**config.mk**
```make
export PLATFORM = sky130hd
export DESIGN_NAME = nco_poly
export DESIGN_NICKNAME = d
export VERILOG_FILES = /design/src/rtl/nco_poly.sv
export SDC_FILE = /design/constraint.sdc
export NUM_CORES = 2
export LEC_CHECK = 0
export CAP_MARGIN = 20
export CORE_MARGIN = 3
export CORE_UTILIZATION = 24
export CTS_CLUSTER_SIZE = 30
export DETAILED_ROUTE_END_ITERATION = 6
export HOLD_SLACK_MARGIN = 0.15
export PLACE_DENSITY = 0.38
export RECOVER_POWER = 100
export SKIP_CTS_REPAIR_TIMING = 1
export SLEW_MARGIN = 20
export SYNTH_ARGS = -nofsm -noshare
export SYNTH_HDL_FRONTEND = slang
export SYNTH_SLANG_ARGS = --single-unit
```
**constraint.sdc**
```tcl
create_clock -name Clk -period 9.95 [get_ports Clk]
set_input_delay 1.99 -clock Clk [delete_from_list [all_inputs] [get_ports Clk]]
set_output_delay 1.99 -clock Clk [all_outputs]
set_load 0.05 [all_outputs]
```
**src/rtl/nco_poly.sv**
```systemverilog
// Time-multiplexed polyphonic NCO: per-voice phase accumulators feed one shared
// waveform / amplitude-scale / saturating-mix datapath, one voice every three cycles.
module nco_poly #(
  parameter int VOICES  = 8,
  parameter int PHASE_W = 24,
  parameter int ADDR_W  = 12,
  parameter int DATA_W  = 16,
  parameter int AMP_W   = 16,
  localparam int VW     = (VOICES > 1) ? $clog2(VOICES) : 1
) (
  input  logic                     Clk,
  input  logic                     Reset,
  input  logic                     sample_tick,
  input  logic                     cfg_we,
  input  logic [VW-1:0]            cfg_voice,
  input  logic [1:0]               cfg_field,
  input  logic [PHASE_W-1:0]       cfg_data,
  output logic [ADDR_W-1:0]        rom_addr,
  input  logic signed [DATA_W-1:0] rom_data,
  output logic signed [DATA_W-1:0] mix_out,
  output logic                     out_valid,
  output logic                     busy,
  output logic                     overrun
);

  localparam int ACC_W = DATA_W + $clog2(VOICES) + 1;
  localparam int PRD_W = DATA_W + AMP_W + 1;
  localparam logic signed [DATA_W-1:0] MAX_V = {1'b0, {(DATA_W-1){1'b1}}};
  localparam logic signed [DATA_W-1:0] MIN_V = {1'b1, {(DATA_W-1){1'b0}}};

  typedef enum logic [1:0] {S_IDLE, S_ADDR, S_WAIT, S_MAC} state_t;

  state_t                     r_state;
  state_t                     w_state_nxt;
  logic [VW-1:0]              r_voice;
  logic [PHASE_W-1:0]         r_freq  [VOICES];
  logic [PHASE_W-1:0]         r_phase [VOICES];
  logic [AMP_W-1:0]           r_amp   [VOICES];
  logic [2:0]                 r_ctrl  [VOICES];
  logic [DATA_W:0]            r_p_hi;
  logic [1:0]                 r_shape;
  logic                       r_key;
  logic [AMP_W-1:0]           r_amp_l;
  logic signed [ACC_W-1:0]    r_acc;
  logic                       r_busy;
  logic                       w_last;
  logic [DATA_W-1:0]          w_t;
  logic [DATA_W-1:0]          w_q;
  logic signed [DATA_W-1:0]   w_wave;
  logic signed [PRD_W-1:0]    w_prod_full;
  logic signed [DATA_W-1:0]   w_prod;
  logic signed [ACC_W-1:0]    w_sum;
  logic signed [DATA_W-1:0]   w_sat;

  assign w_last = (int'(r_voice) == VOICES - 1);
  assign busy   = r_busy;

  // Sweep sequencer: three cycles per voice, back to idle after the last MAC.
  always_comb begin
    w_state_nxt = r_state;
    case (r_state)
      S_IDLE: begin
        if (sample_tick) w_state_nxt = S_ADDR;
        else             w_state_nxt = S_IDLE;
      end
      S_ADDR: w_state_nxt = S_WAIT;
      S_WAIT: w_state_nxt = S_MAC;
      S_MAC: begin
        if (w_last) w_state_nxt = S_IDLE;
        else        w_state_nxt = S_ADDR;
      end
      default: w_state_nxt = S_IDLE;
    endcase
  end

  // Wave generation from the latched phase, amplitude scaling and saturation.
  always_comb begin
    w_t    = r_p_hi[DATA_W:1];
    w_q    = r_p_hi[DATA_W-1:0];
    w_wave = '0;
    case (r_shape)
      2'd0: w_wave = rom_data;
      2'd1: w_wave = {~w_t[DATA_W-1], w_t[DATA_W-2:0]};
      2'd2: begin
        if (r_p_hi[DATA_W]) w_wave = MIN_V + DATA_W'(1);
        else                w_wave = MAX_V;
      end
      2'd3: begin
        if (r_p_hi[DATA_W]) w_wave = MAX_V - $signed(w_q);
        else                w_wave = {~w_q[DATA_W-1], w_q[DATA_W-2:0]};
      end
      default: w_wave = '0;
    endcase
    w_prod_full = w_wave * $signed({1'b0, r_amp_l});
    if (r_key) w_prod = DATA_W'(w_prod_full >>> AMP_W);
    else       w_prod = '0;
    w_sum = r_acc + {{(ACC_W-DATA_W){w_prod[DATA_W-1]}}, w_prod};
    // Any disagreement among the bits above the output sign bit means overflow.
    if (w_sum[ACC_W-1:DATA_W-1] == {(ACC_W-DATA_W+1){w_sum[ACC_W-1]}}) w_sat = w_sum[DATA_W-1:0];
    else if (w_sum[ACC_W-1])                                            w_sat = MIN_V;
    else                                                                w_sat = MAX_V;
  end

  // State, per-voice config/phase storage, datapath registers and outputs.
  always_ff @(posedge Clk or negedge Reset) begin
    if (!Reset) begin
      r_state   <= S_IDLE;
      r_voice   <= '0;
      r_p_hi    <= '0;
      r_shape   <= 2'd0;
      r_key     <= 1'b0;
      r_amp_l   <= '0;
      r_acc     <= '0;
      r_busy    <= 1'b0;
      rom_addr  <= '0;
      mix_out   <= '0;
      out_valid <= 1'b0;
      overrun   <= 1'b0;
      for (int i = 0; i < VOICES; i++) begin
        r_freq[i]  <= '0;
        r_phase[i] <= '0;
        r_amp[i]   <= '0;
        r_ctrl[i]  <= 3'd0;
      end
    end else begin
      r_state   <= w_state_nxt;
      r_busy    <= (w_state_nxt != S_IDLE);
      out_valid <= 1'b0;
      if (sample_tick && (r_state != S_IDLE)) overrun <= 1'b1;
      case (r_state)
        S_IDLE: begin
          if (sample_tick) begin
            r_acc   <= '0;
            r_voice <= '0;
          end
        end
        S_ADDR: begin
          r_p_hi           <= r_phase[r_voice][PHASE_W-1 -: DATA_W+1];
          rom_addr         <= r_phase[r_voice][PHASE_W-1 -: ADDR_W];
          r_phase[r_voice] <= r_phase[r_voice] + r_freq[r_voice];
          r_shape          <= r_ctrl[r_voice][1:0];
          r_key            <= r_ctrl[r_voice][2];
          r_amp_l          <= r_amp[r_voice];
        end
        S_WAIT: begin
          r_acc <= r_acc;
        end
        S_MAC: begin
          if (w_last) begin
            mix_out   <= w_sat;
            out_valid <= 1'b1;
          end else begin
            r_acc   <= w_sum;
            r_voice <= r_voice + VW'(1);
          end
        end
        default: r_acc <= r_acc;
      endcase
      // Config writes come last so a sync restart wins over the ADDR phase step.
      if (cfg_we && (int'(cfg_voice) < VOICES)) begin
        case (cfg_field)
          2'd0: r_freq[cfg_voice] <= cfg_data;
          2'd1: r_amp[cfg_voice]  <= cfg_data[AMP_W-1:0];
          2'd2: begin
            if (cfg_data[3] && cfg_data[2] && !r_ctrl[cfg_voice][2]) r_phase[cfg_voice] <= '0;
            r_ctrl[cfg_voice] <= cfg_data[2:0];
          end
          default: r_ctrl[cfg_voice] <= r_ctrl[cfg_voice];
        endcase
      end
    end
  end

endmodule

```
==> flow_summary.toml <==
[run_status]
outcome = "complete, but fails checks"
violations = "capacitance limit, slew limit, setup timing"

[place]
finalWeightedCongestion = 0.775
portBuffers = 79
dp_hpwl_um = 85400
dpl.cell_count = 5764

[global_route]
grt_pass1_vias = 28298
grt_max_degree = 160
grt_remaining_overflow = 0
antenna_found_initial = 7
grt_pass1_wl_um = 191000
grt_use_total = 0.150

[timing]
timing_hold_violations_final = 0
hold_ws_ns = 0.453
min_period_ns = 10.07
tightest_slew_ns = 5.60
fin_ws_ns = -0.117
rsz0062_at_grt = "yes"
final_min_period_over_clock_period = 1.01
fin_skew_ns = 0.0548
relSlewSlack = -2.74
max_freq_mhz = 99.3
setup_violations = 15
maxSlewViolCount = 789

[min_path]
min_path_type = "reg -> reg"
holdPathStages = 1
holdPathEnd = "overrun$_DFFE_PN0P_"
hold_start = "overrun$_DFFE_PN0P_"

[final_layout]
seqCellArea_mm2 = 0.0154
multi_input_area_mm2 = 0.0222
fin_util = 0.291
drive_gt1_frac = 0.274
fillCellCount = 16806
fin_cells = 5945
fin_nets = 4117
syn_to_final_growth_pct = 20.4

[worst_setup_path]
worstSetupPathType = "in -> reg"
worst_setup_path_start_kind = "input pin"
path_max_fanout = 6
cp_slowest_cell = "fa_2"
timing.rr.end = "mix_out[8]$_DFFE_PN0P_"
ff2ff_setup_slack_ns = 0.43
ff2ff_path_depth = 41
crit_required_ns = 10.47
cp-end-kind = "flop"
critical_path_arrival_ns = 10.58
timing.rr.start = "r_p_hi[16]$_DFFE_PN0N_"
slowest_delay_ns = 0.57

[clocking]
clkLatencyLatePin_ns = 0.68
cts.reportedPaths.clkPinSlew_ns = 0.06
cts-root-buf = "clkbuf_16"
cts_made_buffers = 78
cts.htree.levels = 3
cts_max_path_buffers = 3
clkSinkCount = 616
cts_tree = "done"

[routing]
vias = 27049
drt-pass1-iter-count = 5
viasPerCell = 4.55
drcViolationCount = 0
wirelength_um = 126000
drt-initial-drc-count = 1803
wl_per_cell_um = 21.3
ant_nets = 0

[floorplan]
rows = 147
core_area_mm2 = 0.161
die_width_um = 409
chipHeight_um = 409
initial_utilization = 0.242
io_pins = 80
die_area_mm2 = 0.167

[logic_synthesis]
ys_seq_elements = 616
syn_nets = 3925
synth-edff-count = 0
synth.avg_cell_area_um2 = 11.1
ys_seq_area_frac = 0.396
yosys.area.top_type = "dfrtp_1"
yosysTopAreaCellShare = 0.396
syn_inst = 3520
synthTopCellsByCount = "dfrtp_1 (616), nand2_1 (501), mux2_2 (411)"
ys.flop_type = "dfrtp_1"
ys.warnings.count = 0
post-synth-top-count-cell = "dfrtp_1"
async_reset_ff_frac = 1.00
yosys-top-cells-area = "dfrtp_1 (40%), mux2_2 (12%), fa_1 (10%)"
synthDistinctLibCells = 68
synth_area_mm2 = 0.0389

[flow_run]
maxCapViolCount = 24
## cells in the final DEF (no fill, tap or decap), types with 14 or more instances in the layout
| master | synthesis | final |
|---|---|---|
| mux2_2 | 411 | 396 |
| inv_2 | 0 | 15 |
| a21o_1 | 20 | 20 |
| a21oi_1 | 209 | 206 |
| buf_4 | 13 | 205 |
| clkdlybuf4s50_1 | 0 | 34 |
| nand3_1 | 17 | 16 |
| xor2_1 | 18 | 18 |
| and2_1 | 62 | 62 |
| dlygate4sd3_1 | 0 | 35 |
| clkbuf_1 | 182 | 38 |
| clkbuf_8 | 0 | 24 |
| a211oi_1 | 17 | 16 |
| a22o_1 | 15 | 15 |
| inv_1 | 267 | 252 |
| nor4_1 | 26 | 25 |
| mux4_2 | 136 | 136 |
| mux2i_1 | 26 | 25 |
| o21a_1 | 23 | 23 |
| xnor2_1 | 46 | 45 |
| nor2b_1 | 68 | 61 |
| ha_1 | 161 | 152 |
| dfrtp_1 | 616 | 615 |
| fa_1 | 195 | 183 |
| o21ai_0 | 63 | 57 |
| nor2_1 | 196 | 176 |
| nand2_1 | 501 | 488 |
| nand2b_1 | 23 | 23 |
| mux2_1 | 0 | 14 |
| o22ai_1 | 24 | 19 |
| clkbuf_16 | 0 | 80 |
| nor3b_1 | 16 | 16 |
## through the flow
stage          TNS, ns  setup slack [ns]  instance area, um^2
2_1_floorplan    -3.95            -0.292                39100
3_3_place_gp    -24.53             -1.20                43600
3_5_place_dp    -26.64             -1.26                43700
4_1_cts          -9.48            -0.569                46400
5_1_grt          -6.45            -0.439                46800
6_report         -1.51            -0.117                46800
## final cells by class
type / count / share of cell area
multi-input cells: 2420 / 0.475
flip-flops and latches: 616 / 0.329
repair buffers: 328 / 0.0583
well taps: 2160 / 0.0577
clock buffers: 119 / 0.0505
inverters: 268 / 0.0215
clock inverters: 24 / 0.00729
diodes: 10 / 0.000534
## worst max-delay path, delay by kind of cell
family / cells / cell delay (ns)
adders and majority gates: 8 / 3.15
AOI/OAI and AO/OA: 13 / 2.57
and+or+nand+nor: 6 / 1.21
buffers and inverters: 7 / 0.77
muxes: 2 / 0.61
xor gates and xnor gates: 2 / 0.27
## sequential cells by signal, indices dropped and copies added (netlist names), 2 cells and up
signal   cells
r_freq     192
r_phase    192
r_ctrl      24
r_state      2
r_voice      3
mix_out     16
r_p_hi      17
r_amp_l     16
r_shape      2
r_amp      128
r_acc       20
## kinds of logic after synthesis
logic type      synth area share
buf+inv                   0.0487
xor+xnor                  0.0151
fa+ha+maj                  0.152
simple gates               0.112
mux                        0.204
flops                      0.396
compound gates            0.0712
## worst max path at each step
stage                 start                       to  slack [ns]  depth (start not counted)
2_1_floorplan   rom_data[9]  mix_out[14]$_DFFE_PN0P_       -0.29                         38
3_3_place_gp    rom_data[2]   mix_out[7]$_DFFE_PN0P_       -1.20                         39
3_5_place_dp    rom_data[2]   mix_out[5]$_DFFE_PN0P_       -1.26                         39
4_1_cts         rom_data[2]   mix_out[7]$_DFFE_PN0P_       -0.57                         39
5_1_grt        rom_data[10]   mix_out[8]$_DFFE_PN0P_       -0.44                         38
6_report        rom_data[1]   mix_out[8]$_DFFE_PN0P_       -0.12                         38
## metal layers
layer	GRT usage	vias up	wire, um
li1	-	12435	-
met1	0.217	14016	61300
met2	0.235	452	56900
met3	0.0275	144	5860
met4	0.0302	2	2320
met5	0	-	13
Power is not shown: default switching activity piles up to over one toggle a cycle in this logic, so the estimate is an artifact.
